## config.mk

```make
export PLATFORM = sky130hd
export DESIGN_NAME = dmem_arbiter
export DESIGN_NICKNAME = d
export VERILOG_FILES = /design/src/rtl/dmem_pkg.sv /design/src/rtl/dmem_bank.sv /design/src/rtl/dmem_arbiter.sv
export SDC_FILE = /design/constraint.sdc
export NUM_CORES = 1
export LEC_CHECK = 0
export ABC_AREA = 0
export CAP_MARGIN = 20
export CORE_ASPECT_RATIO = 1.2
export CORE_MARGIN = 1.5
export CORE_UTILIZATION = 30
export DETAILED_ROUTE_END_ITERATION = 6
export GPL_TIMING_DRIVEN = 0
export SYNTH_ARGS = -nofsm -noshare
export SYNTH_HDL_FRONTEND = slang
export SYNTH_SLANG_ARGS = --single-unit
```

## constraint.sdc

```tcl
create_clock -name clk -period 4.95 [get_ports clk]
set_input_delay 0.7425 -clock clk [delete_from_list [all_inputs] [get_ports clk]]
set_output_delay 0.7425 -clock clk [all_outputs]
set_load 0.02 [all_outputs]
```

## src/rtl/dmem_pkg.sv

```systemverilog
// Shared constants, reset image and arbitration state type for the data-memory arbiter.
package dmem_pkg;

    localparam logic [31:0] BASE_ADDR = 32'd388;
    localparam int unsigned NUM_WORDS = 6;
    localparam int unsigned MAX_WAIT  = 3;

    // Reset image: every word clears except one preloaded constant.
    localparam int unsigned RST_IDX = 4;
    localparam logic [31:0] RST_VAL = 32'd5;

    // Word exported on the mem3 tap.
    localparam int unsigned TAP_IDX = 3;

    typedef enum logic {
        ARB_P = 1'b0,
        ARB_D = 1'b1
    } arb_state_e;

    function automatic logic [31:0] reset_word(input int unsigned idx);
        return (idx == RST_IDX) ? RST_VAL : 32'd0;
    endfunction

endpackage

```

## src/rtl/dmem_bank.sv

```systemverilog
// Register-file data bank: one write port, one registered read port, reset image, word-3 tap.
module dmem_bank #(
    parameter int unsigned NUM_WORDS = 6,
    parameter int unsigned IDX_W     = 3
) (
    input  logic             clk,
    input  logic             reset,
    input  logic             we,
    input  logic [IDX_W-1:0] waddr,
    input  logic [31:0]      wdata,
    input  logic             re,
    input  logic [IDX_W-1:0] raddr,
    output logic [31:0]      rdata,
    output logic [31:0]      mem3
);
    import dmem_pkg::*;

    logic [31:0] mem_q [NUM_WORDS];
    logic [31:0] mem_d [NUM_WORDS];
    logic [31:0] rdata_q, rdata_d;

    // Next memory image and read data; a read returns the pre-edge contents.
    always_comb begin
        for (int unsigned i = 0; i < NUM_WORDS; i++) begin
            mem_d[i] = mem_q[i];
        end
        if (we) begin
            mem_d[waddr] = wdata;
        end
        rdata_d = re ? mem_q[raddr] : 32'd0;
    end

    // Storage and read register with synchronous reset to the reset image.
    always_ff @(posedge clk) begin
        if (reset) begin
            for (int unsigned i = 0; i < NUM_WORDS; i++) begin
                mem_q[i] <= reset_word(i);
            end
            rdata_q <= 32'd0;
        end else begin
            for (int unsigned i = 0; i < NUM_WORDS; i++) begin
                mem_q[i] <= mem_d[i];
            end
            rdata_q <= rdata_d;
        end
    end

    assign rdata = rdata_q;
    assign mem3  = mem_q[TAP_IDX];

endmodule

```

## src/rtl/dmem_arbiter.sv

```systemverilog
// Two-port data-memory arbiter: pipeline port P normally wins, debug port D is promoted
// to priority after MAX_WAIT consecutive denials. Decodes addresses and routes responses.
module dmem_arbiter #(
    parameter logic [31:0] BASE_ADDR = dmem_pkg::BASE_ADDR,
    parameter int unsigned NUM_WORDS = dmem_pkg::NUM_WORDS,
    parameter int unsigned MAX_WAIT  = dmem_pkg::MAX_WAIT
) (
    input  logic        clk,
    input  logic        reset,
    input  logic        p_req,
    input  logic        p_we,
    input  logic [31:0] p_addr,
    input  logic [31:0] p_wdata,
    output logic        p_gnt,
    output logic        p_rvalid,
    output logic [31:0] p_rdata,
    output logic        p_err,
    input  logic        d_req,
    input  logic        d_we,
    input  logic [31:0] d_addr,
    input  logic [31:0] d_wdata,
    output logic        d_gnt,
    output logic        d_rvalid,
    output logic [31:0] d_rdata,
    output logic        d_err,
    output logic        stall,
    output logic [31:0] mem3
);
    import dmem_pkg::*;

    localparam int unsigned IDX_W = (NUM_WORDS > 1) ? $clog2(NUM_WORDS) : 1;
    localparam logic [31:0] SPAN  = 32'(4 * NUM_WORDS);

    arb_state_e state_q, state_d;
    logic [3:0] wait_cnt_q, wait_cnt_d;
    logic       p_rvalid_q, p_rvalid_d, d_rvalid_q, d_rvalid_d;
    logic       p_err_q, p_err_d, d_err_q, d_err_d;
    logic       load_ok_q, load_ok_d;

    logic [31:0]      p_off, d_off, sel_wdata, bank_rdata;
    logic             p_valid, d_valid, sel_valid, sel_we, any_gnt;
    logic [IDX_W-1:0] p_idx, d_idx, sel_idx;

    // Address decode for both ports (32-bit unsigned, word aligned, inside the window).
    always_comb begin
        p_off   = p_addr - BASE_ADDR;
        d_off   = d_addr - BASE_ADDR;
        p_valid = (p_addr[1:0] == 2'b00) && (p_addr >= BASE_ADDR) && (p_off < SPAN);
        d_valid = (d_addr[1:0] == 2'b00) && (d_addr >= BASE_ADDR) && (d_off < SPAN);
        p_idx   = p_off[IDX_W+1:2];
        d_idx   = d_off[IDX_W+1:2];
    end

    // Combinational grant; reset suppresses any access in its cycle.
    always_comb begin
        p_gnt = 1'b0;
        d_gnt = 1'b0;
        if (!reset) begin
            if (state_q == ARB_P) begin
                if (p_req)      p_gnt = 1'b1;
                else if (d_req) d_gnt = 1'b1;
            end else begin
                if (d_req)      d_gnt = 1'b1;
                else if (p_req) p_gnt = 1'b1;
            end
        end
        stall = p_req && !p_gnt && !reset;
    end

    // Mux the granted request onto the bank and compute next response state.
    always_comb begin
        any_gnt    = p_gnt || d_gnt;
        sel_valid  = d_gnt ? d_valid : p_valid;
        sel_we     = d_gnt ? d_we    : p_we;
        sel_idx    = d_gnt ? d_idx   : p_idx;
        sel_wdata  = d_gnt ? d_wdata : p_wdata;
        p_rvalid_d = p_gnt;
        d_rvalid_d = d_gnt;
        p_err_d    = p_gnt && !p_valid;
        d_err_d    = d_gnt && !d_valid;
        load_ok_d  = any_gnt && sel_valid && !sel_we;
    end

    // Arbitration FSM and D starvation counter (saturates at 15).
    always_comb begin
        if (d_gnt)                      wait_cnt_d = 4'd0;
        else if (d_req && wait_cnt_q != 4'hf) wait_cnt_d = wait_cnt_q + 4'd1;
        else                            wait_cnt_d = wait_cnt_q;

        state_d = state_q;
        unique case (state_q)
            ARB_P: if (d_req && !d_gnt && (32'(wait_cnt_q) + 32'd1 >= 32'(MAX_WAIT)))
                state_d = ARB_D;
            ARB_D: if (d_gnt || !d_req)
                state_d = ARB_P;
            default: state_d = ARB_P;
        endcase
    end

    // State, counter and one-cycle response registers; reset drops pending completions.
    always_ff @(posedge clk) begin
        if (reset) begin
            state_q    <= ARB_P;
            wait_cnt_q <= 4'd0;
            p_rvalid_q <= 1'b0;
            d_rvalid_q <= 1'b0;
            p_err_q    <= 1'b0;
            d_err_q    <= 1'b0;
            load_ok_q  <= 1'b0;
        end else begin
            state_q    <= state_d;
            wait_cnt_q <= wait_cnt_d;
            p_rvalid_q <= p_rvalid_d;
            d_rvalid_q <= d_rvalid_d;
            p_err_q    <= p_err_d;
            d_err_q    <= d_err_d;
            load_ok_q  <= load_ok_d;
        end
    end

    dmem_bank #(
        .NUM_WORDS (NUM_WORDS),
        .IDX_W     (IDX_W)
    ) u_bank (
        .clk   (clk),
        .reset (reset),
        .we    (any_gnt && sel_valid && sel_we),
        .waddr (sel_idx),
        .wdata (sel_wdata),
        .re    (any_gnt && sel_valid && !sel_we),
        .raddr (sel_idx),
        .rdata (bank_rdata),
        .mem3  (mem3)
    );

    // Stores and errors return zero data; idle cycles return all zeros.
    assign p_rvalid = p_rvalid_q;
    assign d_rvalid = d_rvalid_q;
    assign p_err    = p_err_q;
    assign d_err    = d_err_q;
    assign p_rdata  = (p_rvalid_q && load_ok_q) ? bank_rdata : 32'd0;
    assign d_rdata  = (d_rvalid_q && load_ok_q) ? bank_rdata : 32'd0;

endmodule
```

==> summary.md <==
| Metric | Value |
|---|---|
| Status | finished, final reports clean |
| GRT Total Usage | 0.195 |
| Root buf cell | clkbuf_16 |
| Std-Cell Core Area | 36000 µm² |
| Post-synth EDFFs | 0 |
| P&R area growth vs syn | 34.4% |
| Peak VDD IR | 0.000293 V |
| Die Footprint | 38000 µm² |
| Endpoints failing hold | 0 |
| Period utilisation layout | 0.925 |
| Nets | 1645 |
| Metal3 WL | 2590 µm |
| Hpwl dp | 28100 µm |
| Initial antenna violation count | 0 |
| Remaining DRCs | 0 |
| CP Launch Type | input pin |
| Post-CTS setup repair buffer count | 0 |
| Critical Setup Path Class | in2reg |
| Max Transition Viols Final | 0 |
| N_diodes | 0 |
| Ranking of synthesized cells by area | dfxtp_1 (42%), mux2i_1 (18%), nand2_1 (11%) |
| CTS tree | yes |
| Ratio of cells with drive above 1 in the final layout | 0.0505 |
| Vias in the first global route | 10100 |
| Synth cell types | 59 |
| Cell taking the most area after synthesis | dfxtp_1 |
| Drt first-iter violations | 610 |
| Met2 Wirelength | 18600 µm |
| LEAKAGE | 5.59 nW |
| Worst Tran Pin Value | 1.08 ns |
| Share of the synthesized area in the top cell type | 0.424 |
| Die width | 178 µm |
| Max Used Layer | met4 |
| Routed Antenna Nets | 0 |
| Max Root-Sink Buffers | 3 |
| Syn Std Cell Area | 11000 µm² |
| HP Class | reg2reg |
| Met1 Wirelength | 15600 µm |
| Post-Syn Nets | 1384 |
| Setup violators final | 0 |
| Vias | 10100 |
| Asr flop ratio synth | 0 |
| Max_cap viols | 0 |
| PD cells | 286 nW/µm² |
| Synth warn | 0 |
| Total Wirelength | 37600 µm |
| Design area | 14800 µm² |
| Crit-path slowest cell | o31ai_1 |
| Worst skew pair latency | 0.53 ns |
| Die Span Y | 213 µm |
| Synth Flop Type | dfxtp_1 |
| Vias/cell | 5.06 |
| First-pass GRT wire length | 57000 µm |
| Critical path's most frequent cell | buf_2 |
| Cell count after synthesis | 1246 |
| Worst setup EP type | flip-flop |
| Synthesized flop and latch total | 234 |
| Largest net degree at the start of global routing | 14 |
| Num Clock Sinks | 234 |
| Worst-path clk slew | 0.06 ns |
| RSZ-0062 raised after global routing | no |
| Relative slew margins | 0.275 |
| Gr ovfl total | 0 |
| CTS Buf Count | 25 |
| Routed WL per cell | 18.8 µm |
| Worst endpoint data arrival time | 5.03 ns |
| Row count | 76 |
| CP Cell Sequence | clkdlybuf4s50_1, inv_1, ha_1, nor4b_1, nor2b_1, o31a_1, o32a_1, or3_1, o31ai_1, and2_1, buf_2, buf_2, mux2i_1 |
| Seq/Total Area, Yosys | 0.424 |
| H-tree depth | 1 |
| Fmax | 218 MHz |
| Routability cong. | 0.839 |
| Detailed Routing Iterations Pass 1 | 5 |
| Total power | 0.00424 W |
| Initial Util | 0.306 |
| # resized after CTS | 0 |
| Skew final | 0.0116 ns |
| I/O pin count | 237 |
| Syn Area/Cell | 8.86 µm² |
| Post-CTS Hold Buffers | 0 |
| CP max stage delay | 0.88 ns |
| Post-route minimum period | 4.58 ns |
| Data required, critical path | 5.40 ns |
| Layout Utilization | 0.412 |
| DP Area | 14000 µm² |
| CP max FO | 10 |
| PortBufs | 234 |
-- metrics by stage --
stage          setup TNS (ns)  hold slack [ns]  setup WS [ns]  cells
2_1_floorplan               0            0.434           1.31   1246
3_3_place_gp            -1.29            0.441        -0.0931   1948
3_5_place_dp            -1.69            0.447        -0.0889   1948
4_1_cts                     0            0.457          0.434   1994
5_1_grt                     0            0.465          0.101   1994
6_report                    0            0.455          0.369   1994
-- cells in the mapped netlist, types with 11 or more instances --
cell type / count
dfxtp_1: 234
a22oi_1: 33
clkbuf_1: 69
inv_1: 11
o31a_1: 35
buf_2: 15
and3_1: 65
mux2i_1: 193
nor2_1: 51
nand2_1: 324
nor3_1: 12
or4_1: 11
a22o_1: 64
-- cells by family (layout without fill, tap and decap cells) --
group                      after synthesis  after routing  synth area share
xor gates and xnor gates                 8              8           0.00635
adders and majority gates                4              4           0.00453
and+or+nand+nor                        520            520             0.213
AOI/OAI and AO/OA                      174            174             0.127
buffers and inverters                  111            391            0.0469
muxes                                  195            195             0.177
DFF                                    234            234             0.424
-- sequential cells by signal (all words and copies together), names as in the netlist --
name and cells:
u_bank.mem_q 192, u_bank.rdata 32, wait_cnt_q 4, d_err 1
d_rvalid 1, load_ok_q 1, p_err 1, p_rvalid 1
state_q 1
-- worst max-delay path, delay by kind of cell --
kind	cells	cell delay [ns]
AO/OA/AOI/OAI	3	1.33
AND/OR/NAND/NOR	4	1.36
multiplexers	1	0.25
adder cells (fa/ha/maj)	1	0.25
buffers and inverters	4	1.08
-- cells in the final DEF (no fill, tap or decap), drive strengths merged, types with 9 or more instances in the layout --
cell type / instances
clkdlybuf4s50: 234
buf: 29
and3: 65
inv: 14
nor3: 12
o31a: 35
clkbuf: 110
a21oi: 10
dfxtp: 234
a22oi: 33
a22o: 64
nor2: 51
mux2i: 193
nand2: 324
or4: 12
o21ai: 9
-- final timing paths --
| kind | from | end | slack, ns | cells after the start |
|---|---|---|---|---|
| worst min-delay path | u_bank.mem_q[4][19] | u_bank.mem_q[4][19] | 0.46 | 2 |
| worst min register to register | u_bank.mem_q[4][19] | u_bank.mem_q[4][19] | 0.46 | 2 |
| worst max-delay path | d_addr[2] | u_bank.mem_q[1][28] | 0.37 | 13 |
| worst max register to register | state_q | u_bank.rdata[29] | 0.78 | 12 |
-- layer usage --
metal,global-route usage,vias up
li1,-,4906
met1,0.235,4792
met2,0.354,338
met3,0.0326,45
met4,0.0530,0
met5,0,-
-- area by class of cell --
class,instances,area [µm²]
Clock buffer,41,786
Clock inverter,5,78.8
Multi-Input combinational cell,901,5840
Timing Repair Buffer,234,2340
Fill cell,3593,21200
Inverter,13,48.8
Sequential cell,234,4680
Tap cell,468,586
Buffer,98,469
-- where the power goes --
part | internal, W | switching [W]
Combinational | 0.000154 | 0.000250
Sequential | 0.00189 | 0.00000435
Clock | 0.00118 | 0.000763
Total | 0.00322 | 0.00102
Note: power is estimated with default switching activity, not from simulation.
